--- config.mk ---
export PLATFORM = sky130hd
export DESIGN_NAME = dmem_ctrl
export DESIGN_NICKNAME = d
export VERILOG_FILES = /design/src/rtl/dmem_ctrl.sv
export SDC_FILE = /design/constraint.sdc
export NUM_CORES = 1
export LEC_CHECK = 0
export ABC_CLOCK_PERIOD_IN_PS = 5200
export CORE_MARGIN = 1.5
export CORE_UTILIZATION = 44
export CTS_CLUSTER_DIAMETER = 50
export CTS_CLUSTER_SIZE = 25
export DETAILED_ROUTE_END_ITERATION = 12
export PLACE_DENSITY_LB_ADDON = 0.12
export SLEW_MARGIN = 25
export SYNTH_ARGS = -nofsm -noshare
export SYNTH_HDL_FRONTEND = slang
export SYNTH_SLANG_ARGS = --single-unit
--- constraint.sdc ---
create_clock -name clk -period 5.2 [get_ports clk]
set_input_delay 1.04 -clock clk [delete_from_list [all_inputs] [get_ports clk]]
set_output_delay 1.04 -clock clk [all_outputs]
set_load 0.05 [all_outputs]
--- src/rtl/dmem_ctrl.sv ---
// -----------------------------------------------------------------------------
// dmem_ctrl
//   Data-memory access controller sitting between the pipeline's Memory stage
//   and a word-wide data RAM that completes transactions with a ready
//   handshake. A load or store in M is turned into a single bus transaction
//   with byte enables and lane-replicated store data. The pipeline is stalled
//   until the RAM answers or the wait budget runs out. The raw, unshifted
//   read word is returned on MemDataM for the datapath's load decoder.
//
// Parameters
//   TIMEOUT     : cycles spent waiting for mem_ready before giving up (1..65535)
//
// Ports
//   clk, reset  : clock (rising edge) and asynchronous active-high reset
//   MemReadM    : instruction in M is a load
//   MemWriteM   : instruction in M is a store (wins if both are set)
//   InstrM      : funct3 of the instruction in M (b/h/w/bu/hu)
//   ALUResultM  : byte address of the access
//   WriteDataM  : right-aligned store data
//   MemDataM    : raw read word, valid in the DONE cycle, held otherwise
//   StallMemM   : stall request to the hazard unit
//   MisalignM   : misaligned access seen in IDLE (combinational)
//   BusErrM     : one-cycle registered pulse when the wait budget expires
//   mem_req     : bus request, high for the whole BUSY phase
//   mem_we      : write strobe, qualified by mem_req
//   mem_addr    : word-aligned address
//   mem_wdata   : lane-replicated store data
//   mem_be      : byte enables
//   mem_rdata   : read data, valid with mem_ready
//   mem_ready   : transaction complete
// -----------------------------------------------------------------------------
module dmem_ctrl #(
    parameter int TIMEOUT = 16
) (
    input  logic        clk,
    input  logic        reset,
    input  logic        MemReadM,
    input  logic        MemWriteM,
    input  logic [2:0]  InstrM,
    input  logic [31:0] ALUResultM,
    input  logic [31:0] WriteDataM,
    output logic [31:0] MemDataM,
    output logic        StallMemM,
    output logic        MisalignM,
    output logic        BusErrM,
    output logic        mem_req,
    output logic        mem_we,
    output logic [31:0] mem_addr,
    output logic [31:0] mem_wdata,
    output logic [3:0]  mem_be,
    input  logic [31:0] mem_rdata,
    input  logic        mem_ready
);

    typedef enum logic [1:0] {
        IDLE = 2'd0,
        BUSY = 2'd1,
        DONE = 2'd2
    } state_t;

    // Last counter value before the access is abandoned.
    localparam logic [15:0] WAIT_LAST = 16'(TIMEOUT - 1);

    state_t      state;
    state_t      state_next;

    logic        acc;
    logic [1:0]  size;
    logic        misalign;
    logic [3:0]  be_next;
    logic [31:0] wdata_next;

    logic [15:0] wait_cnt;
    logic        wait_last;
    logic [31:0] data_r;
    logic        bus_err_r;

    logic        req_c;
    logic        stall_c;
    logic        mis_c;
    logic        start;

    // ------------------------------------------------------------------
    // Request decode
    // ------------------------------------------------------------------
    assign acc  = MemReadM | MemWriteM;
    // funct3[1:0] encodes the size for both loads and stores; bit 2 only
    // selects sign handling, which the load decoder downstream deals with.
    assign size = InstrM[1:0];

    always_comb begin
        misalign = 1'b0;
        case (size)
            2'b00:   misalign = 1'b0;
            2'b01:   misalign = ALUResultM[0];
            default: misalign = |ALUResultM[1:0];
        endcase
    end

    // Lane steering: store data is replicated across every lane the size
    // could occupy, so the RAM only has to honour the byte enables.
    always_comb begin
        be_next    = 4'b1111;
        wdata_next = WriteDataM;
        case (size)
            2'b00: begin
                be_next    = 4'b0001 << ALUResultM[1:0];
                wdata_next = {4{WriteDataM[7:0]}};
            end
            2'b01: begin
                be_next    = ALUResultM[1] ? 4'b1100 : 4'b0011;
                wdata_next = {2{WriteDataM[15:0]}};
            end
            default: begin
                be_next    = 4'b1111;
                wdata_next = WriteDataM;
            end
        endcase
    end

    assign wait_last = (wait_cnt == WAIT_LAST);

    // ------------------------------------------------------------------
    // FSM: state register
    // ------------------------------------------------------------------
    always_ff @(posedge clk or posedge reset) begin
        if (reset) state <= IDLE;
        else       state <= state_next;
    end

    // ------------------------------------------------------------------
    // FSM: next state and outputs
    // ------------------------------------------------------------------
    always_comb begin
        state_next = state;
        req_c      = 1'b0;
        stall_c    = 1'b0;
        mis_c      = 1'b0;
        start      = 1'b0;
        case (state)
            IDLE: begin
                if (acc) begin
                    if (misalign) begin
                        mis_c = 1'b1;
                    end else begin
                        // Stall in the issue cycle itself so M holds the
                        // instruction while the request is being launched.
                        stall_c    = 1'b1;
                        start      = 1'b1;
                        state_next = BUSY;
                    end
                end
            end
            BUSY: begin
                // Stall is Moore here: no path from mem_ready.
                req_c   = 1'b1;
                stall_c = 1'b1;
                if (mem_ready || wait_last) state_next = DONE;
            end
            DONE: begin
                // Always back to IDLE so the instruction is never re-issued.
                state_next = IDLE;
            end
            default: state_next = IDLE;
        endcase
    end

    // state is reset asynchronously, so mem_req falls the moment reset
    // rises. The Mealy stall and misalign terms are masked as well, since
    // the instruction may still be sitting in M while reset is held.
    assign mem_req   = req_c;
    assign StallMemM = stall_c & ~reset;
    assign MisalignM = mis_c & ~reset;
    assign BusErrM   = bus_err_r;
    assign MemDataM  = data_r;

    // ------------------------------------------------------------------
    // Bus request registers: captured on entry to BUSY and held until the
    // next access so the RAM sees stable values for the whole transaction.
    // ------------------------------------------------------------------
    always_ff @(posedge clk or posedge reset) begin
        if (reset) begin
            mem_we    <= 1'b0;
            mem_addr  <= 32'd0;
            mem_wdata <= 32'd0;
            mem_be    <= 4'd0;
        end else if (start) begin
            mem_we    <= MemWriteM;
            mem_addr  <= {ALUResultM[31:2], 2'b00};
            mem_wdata <= wdata_next;
            mem_be    <= be_next;
        end
    end

    // ------------------------------------------------------------------
    // Wait counter: zero outside BUSY, so every transaction starts at 0.
    // ------------------------------------------------------------------
    always_ff @(posedge clk or posedge reset) begin
        if (reset)              wait_cnt <= 16'd0;
        else if (state == BUSY) wait_cnt <= wait_cnt + 16'd1;
        else                    wait_cnt <= 16'd0;
    end

    // ------------------------------------------------------------------
    // Read data and bus error. mem_ready takes priority over the timeout
    // when both land in the same cycle.
    // ------------------------------------------------------------------
    always_ff @(posedge clk or posedge reset) begin
        if (reset) begin
            data_r    <= 32'd0;
            bus_err_r <= 1'b0;
        end else begin
            bus_err_r <= 1'b0;
            if (state == BUSY) begin
                if (mem_ready) begin
                    if (!mem_we) data_r <= mem_rdata;
                end else if (wait_last) begin
                    data_r    <= 32'd0;
                    bus_err_r <= 1'b1;
                end
            end
        end
    end

endmodule

==> impl_metrics.csv <==
group,metric,value,unit
outcome,outcome,"complete, but fails checks",
outcome,violations,"design-rule violations",
setup_path,cp-start-kind,"input pin",
yosys,ys_types,38,
power,p_leak,3.24,nW
setup_path,reg2reg_depth,4,
finish,final_nets,720,
flow_run,maxCapViolCount,0,
worst_hold_path,hold_path_end,"mem_wdata[14]$_DFFE_PP0P_",
yosys,synth_seq_area_share,56.5,%
floorplanning,rows,39,
worst_hold_path,hold_depth,1,
yosys,syn_area,0.00523,mm²
grt,antenna_found_initial,0,
grt,grt_pass1_vias,4279,
timing,min_period,3.80,ns
yosys,synth_edf_count,0,
floorplanning,core,0.0115,mm²
finish,diodes,0,
clock_network,cts_buffers,17,
clock_network,cts_root_buf,"clkbuf_16",
setup_path,cp.arrival,2.76,ns
floorplanning,ios,209,
yosys,ys_top_cells_by_count,"dfrtp_1 (118), mux2_2 (51), mux2i_1 (45), a21oi_1 (40), mux2_1 (30)",
setup_path,required,4.16,ns
placed_design,port_buffers,205,
setup_path,path_class,"in -> out",
setup_path,r2r_slack,3.17,ns
clock_network,cts_tree,"done",
grt,grt_remaining_overflow,0,
power,ir_drop,0.325,mV
detailed_routing,viasPerCell,5.21,
yosys,syn_inst,409,
detailed_routing,drt-initial-drc-count,267,
clock_network,postCtsSetupRepairBufs,0,
clock_network,ctsResizeCount,0,
timing,max_freq,263,MHz
placed_design,place.gp.congestion,0.757,
setup_path,cp_max_fo,8,
timing,relSlewSlack,50.5,%
finish,syn2layout_area_growth,53.7,%
timing,worst_clock_skew,0.0119,ns
detailed_routing,firstDrtPassIters,9,
detailed_routing,drtAntennaViolNets,0,
detailed_routing,dr_total_vias,4009,
timing,finalSetupViolCount,0,
timing,fin_setup_tns,0,ns
timing,hold_viol,0,
worst_hold_path,worstHoldStart,"mem_wdata[14]$_DFFE_PP0P_",
floorplanning,start_util,45.4,%
grt,grt_usage,22.6,%
yosys,yosys.area.top_type,"dfrtp_1",
setup_path,critPathCaptureType,"output pin",
yosys,yosysMostFrequentCell,"dfrtp_1",
timing,fin_crit_sh,73.1,%
yosys,synth_ff_type,"dfrtp_1",
grt,grt_max_degree,51,
placed_design,place_area,0.00744,mm²
detailed_routing,drcViolationCount,18,
clock_network,insertion_delay,0.40,ns
timing,tightest_slew,0.740,ns
yosys,yosys-top-cells-area,"dfrtp_1 (56%), mux2_2 (11%), mux2i_1 (8.6%), mux2_1 (6.5%), a21oi_1 (3.8%)",
floorplanning,fp.dieArea,0.0125,mm²
grt,grt_first_pass_wirelength,22100,µm
setup_path,reg2reg_from,"state[0]$_DFFE_PP0P_",
clock_network,path_clk_slew,0.05,ns
floorplanning,die_width,112,µm
yosys,ys_async_sr_fraction,100,%
clock_network,clock_path_buffers,2,
timing,drv_slew,0,
floorplanning,dieHeight,112,µm
detailed_routing,finalWirelength,13500,µm
finish,filler_cell_count,870,
yosys,synth_warnings,0,
clock_network,htreeDepth,4,
yosys,ys_seq_elements,118,
setup_path,critical_path.reg2reg.endpoint,"mem_wdata[27]$_DFFE_PP0P_",
placed_design,dp_hpwl,9460,µm
yosys,yosys.area.top_type_share,56.5,%
timing,rsz0062_at_grt,"no",
finish,drive_above_1_share,15.3,%
worst_hold_path,hold_class,"reg -> reg",
clock_network,hold_buffers,0,
power,power_density,682,mW/mm²
finish,stdcell_area,0.00804,mm²
yosys,syn_avg_cell_area,12.8,µm²
clock_network,numClockSinks,118,
detailed_routing,wl_per_cell,17.5,µm
-- per-stage QoR --
step | cells | power (mW) | hold slack [ns] | setup WS (ns) | utilization, %
final | 770 | 5.48 | 0.479 | 1.40 | 69.8
after global routing | 770 | 5.71 | 0.507 | 1.21 | 69.8
after CTS | 770 | 5.53 | 0.485 | 1.37 | 69.8
after detailed placement | 739 | 4.33 | 0.477 | 1.37 | 64.6
after global placement | 739 | 4.27 | 0.466 | 1.41 | 64.5
after floorplan | 410 | 3.31 | 0.455 | 0.818 | -
-- layout make-up --
type / count / area, µm² / share of cell area, %
clock buffers: 22 / 474 / 5.90
clock inverters: 9 / 125 / 1.56
inverters: 8 / 32.5 / 0.405
multi-input cells: 257 / 2140 / 26.6
flip-flops and latches: 118 / 2950 / 36.7
well taps: 143 / 179 / 2.23
repair buffers: 213 / 2130 / 26.5
-- cells in the final DEF, fill, tap and decap left out, types with 2 or more instances in the layout --
cell type,instances
clkdlybuf4s50_1,203
dfrtp_1,118
mux2_2,51
mux2i_1,45
a21oi_1,40
mux2_1,30
clkbuf_16,17
nand2_1,15
o21ai_0,11
buf_4,8
nand2b_1,7
nor4_1,7
inv_1,7
nor2_1,7
nand3_1,5
o21a_1,4
o31ai_1,4
or4_1,4
clkinv_2,4
nand4_1,3
clkbuf_8,3
bufinv_16,3
o21bai_1,2
o32ai_1,2
or3_1,2
xnor2_1,2
and2_1,2
conb_1,2
clkinvlp_4,2
clkbuf_1,2
buf_12,2
-- registers in the layout (all words and copies together) (netlist names) --
name,count
BusErrM,1
mem_be,4
state,2
mem_we,1
mem_addr,30
MemDataM,32
mem_wdata,32
wait_cnt,16
-- worst max path at each step --
| stage | from | slack [ns] | end |
|---|---|---|---|
| floorplan | InstrM[1] | 0.82 | MisalignM |
| global placement | InstrM[1] | 1.41 | MisalignM |
| detailed placement | InstrM[1] | 1.37 | MisalignM |
| CTS | InstrM[1] | 1.37 | MisalignM |
| global route | InstrM[1] | 1.21 | MisalignM |
| finish | InstrM[1] | 1.40 | MisalignM |
-- kinds of logic after synthesis --
group           after synthesis  share of synthesized area (%)
other cells                   1                         0.0718
simple gates                 59                           6.08
mux                         126                           26.1
xor+xnor                      3                          0.503
buf+inv                      35                           3.33
compound gates               66                           7.21
flops                       118                           56.5
fa+ha+maj                     1                          0.239
-- report_power, final --
| group | internal (mW) | switching, mW | total [mW] |
|---|---|---|---|
| registers | 1.30 | 0.204 | 1.50 |
| clock network | 0.784 | 0.380 | 1.16 |
| logic | 0.983 | 1.83 | 2.81 |
| total | 3.07 | 2.41 | 5.48 |
-- metal layers --
metal  vias up  wire length [µm]  track usage (%)
li1       1887                 -                -
met1      1959              5370             27.0
met2       143              6850             38.8
met3        20              1020             6.64
met4         0               272             8.44
met5         -                 0                0
-- critical path, stage by stage --
cell             delay, ns
clkdlybuf4s50_1       0.69
nor2_1                0.16
nor2_1                0.19
nor4b_1               0.46
buf_12                0.21
Power figures use the tool's default switching activity.
